===== src/rtl/counter_pkg.sv =====
// Shared definitions for the counter family: direction encoding and the
// load-value clamp used wherever a value must stay inside 0..modulus-1.
package counter_pkg;

  localparam logic DIR_UP   = 1'b1;
  localparam logic DIR_DOWN = 1'b0;

  // Values at or beyond the modulus saturate to the top count.
  function automatic logic [63:0] clamp_mod(input logic [63:0] val,
                                            input logic [63:0] modulus);
    return (val >= modulus) ? (modulus - 64'd1) : val;
  endfunction

endpackage


===== src/rtl/counter_mod_updown_if.sv =====
// Control/status bundle of a modulo-N up/down counter; the counter is the
// slave, whoever sequences it is the master.
interface counter_mod_updown_if #(parameter int WIDTH = 4);

  logic             en;
  logic             clkEn;
  logic             up;
  logic             clr;
  logic             ld;
  logic [WIDTH-1:0] ld_val;
  logic [WIDTH-1:0] count;
  logic             co;
  logic             wrap;

  modport master (output en, clkEn, up, clr, ld, ld_val,
                  input  count, co, wrap);
  modport slave  (input  en, clkEn, up, clr, ld, ld_val,
                  output count, co, wrap);

endinterface


===== src/rtl/counter_mod_next.sv =====
// Combinational successor of a modulo-N count in either direction, plus the
// terminal-count flag for the current direction.
module counter_mod_next
  import counter_pkg::*;
#(
  parameter int WIDTH   = 4,
  parameter int MODULUS = 16
) (
  input  logic [WIDTH-1:0] count,
  input  logic             up,
  output logic [WIDTH-1:0] nxt,
  output logic             tc
);

  localparam logic [WIDTH-1:0] MAX = WIDTH'(MODULUS - 1);

  always_comb begin
    tc  = 1'b0;
    nxt = count;
    if (up == DIR_DOWN) begin
      tc  = (count == '0);
      nxt = tc ? MAX : count - WIDTH'(1);
    end else begin
      tc  = (count == MAX);
      nxt = tc ? '0 : count + WIDTH'(1);
    end
  end

endmodule


===== src/rtl/counter_mod_updown.sv =====
// Cascadable modulo-N up/down counter with clear, clamped parallel load,
// combinational carry/borrow out and a registered wrap pulse.
module counter_mod_updown
  import counter_pkg::*;
#(
  parameter int WIDTH   = 4,
  parameter int MODULUS = 16
) (
  input logic               clk,
  input logic               rst,
  counter_mod_updown_if.slave bus
);

  if (MODULUS < 2 || 64'(MODULUS) > (64'd1 << WIDTH)) begin : g_bad_modulus
    $error("counter_mod_updown: MODULUS must satisfy 2 <= MODULUS <= 2**WIDTH");
  end

  logic [WIDTH-1:0] count_p0;
  logic             wrap_p0;
  logic [WIDTH-1:0] nxt;
  logic [WIDTH-1:0] ld_clamped;
  logic             tc;
  logic             step;

  counter_mod_next #(
    .WIDTH   (WIDTH),
    .MODULUS (MODULUS)
  ) u_next (
    .count (count_p0),
    .up    (bus.up),
    .nxt   (nxt),
    .tc    (tc)
  );

  assign ld_clamped = WIDTH'(clamp_mod(64'(bus.ld_val), 64'(MODULUS)));
  assign step       = bus.en & bus.clkEn & ~bus.clr & ~bus.ld;

  // Stage p0: count register and wrap flag; clr beats ld beats counting.
  always_ff @(posedge clk or negedge rst) begin
    if (!rst) begin
      count_p0 <= '0;
      wrap_p0  <= 1'b0;
    end else begin
      wrap_p0 <= step & tc;
      if (bus.clr)
        count_p0 <= '0;
      else if (bus.ld)
        count_p0 <= ld_clamped;
      else if (step)
        count_p0 <= nxt;
    end
  end

  // The carry ignores clr/ld so a downstream stage sees it in the same cycle.
  assign bus.co    = bus.en & bus.clkEn & tc;
  assign bus.count = count_p0;
  assign bus.wrap  = wrap_p0;

endmodule


===== src/flat_wrapper.sv =====
// flat-port wrapper written by rule: the top's interface ports become plain ports
module counter_mod_updown_flat import counter_pkg::*;
#(
  parameter int WIDTH   = 4,
  parameter int MODULUS = 16
)
  (clk, rst, bus_en, bus_clkEn, bus_up, bus_clr, bus_ld, bus_ld_val, bus_count, bus_co, bus_wrap);
  counter_mod_updown_if #(.WIDTH(WIDTH)) bus_i ();
  input logic clk;
  input logic rst;
  input wire logic [$bits(bus_i.en)-1:0] bus_en;
  input wire logic [$bits(bus_i.clkEn)-1:0] bus_clkEn;
  input wire logic [$bits(bus_i.up)-1:0] bus_up;
  input wire logic [$bits(bus_i.clr)-1:0] bus_clr;
  input wire logic [$bits(bus_i.ld)-1:0] bus_ld;
  input wire logic [$bits(bus_i.ld_val)-1:0] bus_ld_val;
  output wire logic [$bits(bus_i.count)-1:0] bus_count;
  output wire logic [$bits(bus_i.co)-1:0] bus_co;
  output wire logic [$bits(bus_i.wrap)-1:0] bus_wrap;
  assign bus_i.en = bus_en;
  assign bus_i.clkEn = bus_clkEn;
  assign bus_i.up = bus_up;
  assign bus_i.clr = bus_clr;
  assign bus_i.ld = bus_ld;
  assign bus_i.ld_val = bus_ld_val;
  assign bus_count = bus_i.count;
  assign bus_co = bus_i.co;
  assign bus_wrap = bus_i.wrap;
  counter_mod_updown #(.WIDTH(WIDTH), .MODULUS(MODULUS)) u_core (.clk(clk), .rst(rst), .bus(bus_i));
endmodule

===== config.mk =====
export PLATFORM = sky130hd
export DESIGN_NAME = counter_mod_updown_flat
export DESIGN_NICKNAME = d
export VERILOG_FILES = /design/src/rtl/counter_pkg.sv /design/src/rtl/counter_mod_updown_if.sv /design/src/rtl/counter_mod_next.sv /design/src/rtl/counter_mod_updown.sv /design/src/flat_wrapper.sv
export SDC_FILE = /design/constraint.sdc
export NUM_CORES = 1
export LEC_CHECK = 0
export CAP_MARGIN = 20
export CORE_AREA = 3 3 40 42
export CTS_BUF_LIST = sky130_fd_sc_hd__clkbuf_4 sky130_fd_sc_hd__clkbuf_8
export DETAILED_ROUTE_END_ITERATION = 6
export DIE_AREA = 0 0 43 45
export GPL_TIMING_DRIVEN = 0
export HOLD_SLACK_MARGIN = 0.08
export PLACE_DENSITY = 0.7
export SYNTH_ARGS = -nofsm -noshare
export SYNTH_HDL_FRONTEND = slang
export SYNTH_HIERARCHICAL = 1
export SYNTH_SLANG_ARGS = --single-unit

===== constraint.sdc =====
create_clock -name clk -period 2.78 [get_ports clk]
set_input_delay 0.695 -clock clk [delete_from_list [all_inputs] [get_ports clk]]
set_output_delay 0.695 -clock clk [all_outputs]
set_load 0.05 [all_outputs]

==> impl_results.md <==
- CP Capture Type: output pin
- TritonCTS Sinks: 5
- Global-route wire length before repair: 1310 µm
- Detailed-route wire length per cell: 10.9 µm
- Sw Pwr: 0.000104 W
- Clock Power Share: 30.7%
- RD Place Congestion: 0.747
- Num CTS Buffers: 3
- Period minus WS final: 2500 ps
- Fraction of layout cells with a size suffix above 1: 15.3%
- CTS tree: yes
- Clk_lat worst skew: 240 ps
- Synthesized area per cell: 9.67 µm²
- Antenna viol nets, final: 0
- All-layer global routing usage: 9.13%
- Clk buf depth: 2
- Count of pins over their slew limit: 0
- DRT iter0 DRCs: 8
- Unrepaired setup endpoints after global routing: no
- Max cap viols: 0
- Die height: 45 µm
- Syn Inst Count: 41
- Metal2 WL: 375 µm
- Synth cell types: 23
- DRC violation count after routing: 0
- Fill count: 135
- FMAX: 0.400 GHz
- Data arrival, critical path: 1800 ps
- Internal power: 0.000196 W
- Total Routed Length: 809 µm
- Most common cell after layout, fill and taps aside: clkdlybuf4s50_1
- Core ar.: 1280 µm²
- Relative slew slack: 67.0%
- Ports: 17
- Register area: 125 µm²
- Setup repair bufs after CTS: 0
- Hold Path Class: reg -> reg
- Sw Share: 34.7%
- Setup CP Type: reg -> out
- Met1 WL: 350 µm
- Crit share post-route: 89.8%
- Crit-path max cell delay: 460 ps
- Floorplan row count: 13
- Htree depth: 1
- Pleak: 0.249 nW
- Status: finished, final reports clean
- Required time of the critical path: 2090 ps
- Area occupied by multi-input gates: 241 µm²
- Worst clock skew: 4.54 ps
- Vias: 372
- Area grow syn2layout: 46.4%
- Worst Slack Setup Final: 282 ps
- Syn_nets: 54
- Place WS: -158 ps
- WHS: 628 ps
- Least-Margin Pin Slew: 493 ps
- Initial Utilization: 30.9%
- Final count of negative-setup-slack endpoints: 0
- Port Buf Inserts: 14
- CP max FO: 8
- DR pass1 iterations: 4
- Antenna violations before repair: 0
- R2R cell count: 5
- Number of synthesized register bits: 5
- Final Hold Fails: 0
- Root Buffer: clkbuf_4
- Cell Area, Synth: 397 µm²
- Die area: 1940 µm²
- Yosys warning count: 6
- DP HPWL: 664 µm
- Sequential share of power: 31.6%
- Clock-pin slew on the worst setup and hold paths: 40 ps
- Vias per inst: 5.03
- Power density over the cells: 518 nW/µm²
- Worst hold path depth: 2
- Peak supply drop: 398 µV
- Register area share after synthesis: 31.5%
- Vias in the first global route: 328
- Combinational share of power: 37.7%
- Width of the chip: 43 µm
- Post-layout nets: 73
- Most frequent cells in the layout: clkdlybuf4s50_1, mux2i_1, dfrtp_1
- Aggregate global routing overflow: 0
- Tot Pwr: 0.000301 W
- Largest net degree at the start of global routing: 9
- Max Used Layer: met3
- CP max stage cell: dfrtp_1
- Worst path cell trace: inv_1 -> ha_1 -> nor4b_1 -> a41o_2 -> and3_1 -> clkbuf_2
- R2R Setup Slk: 1100 ps
- Met3 WL: 83 µm
- Crit start category: flop
- Diode count: 0
timing repair:
action / CTS / global route
setup endpoints to repair: 1 / 1
endpoints found under the hold margin: 0 / 0
gates resized for setup: 1 / 2
hold buffers: 0 / 0
metrics by stage:
step                      util (%)  instance area, µm²  TNS (ps)  instances
after floorplan                  -                 397         0         41
after global placement        43.2                 556      -149         70
after detailed placement      43.2                 556      -158         70
after CTS                     45.5                 584         0         74
after global routing          45.2                 581         0         74
final                         45.2                 581         0         74
sequential cells by signal, summed over array words and instances (netlist names):
signal	flops
u_core/bus.count	4
u_core/bus.wrap	1
per-layer routing:
| metal | GRT usage (%) | vias to the layer above |
|---|---|---|
| li1 | - | 188 |
| met1 | 10.8 | 170 |
| met2 | 15.6 | 14 |
| met3 | 5.18 | 0 |
| met4 | 0 | 0 |
| met5 | 0 | - |
cell usage after synthesis (all sizes together):
cell type / number / area [µm²]
dfrtp: 5 / 125
mux2i: 5 / 50.1
inv: 4 / 15.0
nand2: 4 / 15.0
o31ai: 4 / 30.0
ha: 2 / 25.0
xnor2: 2 / 17.5
a211oi: 1 / 20.0
a21oi: 1 / 5.00
a221oi: 1 / 8.76
a31oi: 1 / 6.26
a41o: 1 / 11.3
and3: 1 / 6.26
buf: 1 / 11.3
clkbuf: 1 / 3.75
nor2: 1 / 3.75
nor3b: 1 / 7.51
nor4b: 1 / 8.76
o21ai: 1 / 5.00
o21bai: 1 / 7.51
or3: 1 / 6.26
or4: 1 / 7.51
worst max-delay path, delay by kind of cell, from the launching register on:
family | cells | cell delay, ps
AOI/OAI and AO/OA | 1 | 240
adders and majority gates | 1 | 220
DFF | 1 | 460
and+or+nand+nor | 2 | 320
buffers and inverters | 2 | 320
worst paths after layout:
kind                                  endpoint                start
min                        u_core/bus.count[1]  u_core/bus.count[1]
min in group asynchronous  u_core/bus.count[2]                  rst
max                                     bus_co  u_core/bus.count[0]
max reg2reg                u_core/bus.count[3]  u_core/bus.count[2]
min reg2reg                u_core/bus.count[1]  u_core/bus.count[1]
max in group asynchronous  u_core/bus.count[0]                  rst
power by group through the flow:
stage          registers (W)  clock network [W]  logic [W]
4_1_cts            0.0000951          0.0000955   0.000115
6_report           0.0000949          0.0000923   0.000113
5_1_grt            0.0000974           0.000100   0.000122
3_3_place_gp       0.0000958                  0   0.000114
3_5_place_dp       0.0000962                  0   0.000115
2_1_floorplan       0.000118                  0  0.0000509
final cells by class:
| class | instances | share of cell area, % |
|---|---|---|
| multi-input cells | 30 | 41.6 |
| repair buffers | 14 | 23.3 |
| flip-flops and latches | 5 | 21.6 |
| clock buffers | 4 | 5.17 |
| well taps | 15 | 3.23 |
| plain buffers | 2 | 2.59 |
| inverters | 4 | 2.59 |
logic make-up (layout without fill, tap and decap cells):
kind of cell / Yosys count / after routing / synth area share, %
multiplexers: 5 / 5 / 12.6
XOR/XNOR: 2 / 2 / 4.42
AO/OA/AOI/OAI: 11 / 11 / 23.7
adder cells (fa/ha/maj): 2 / 2 / 6.31
AND/OR/NAND/NOR: 10 / 10 / 13.9
buffers and inverters: 6 / 24 / 7.57
flip-flops: 5 / 5 / 31.5
No activity file was read; power rests on OpenSTA's default activity.
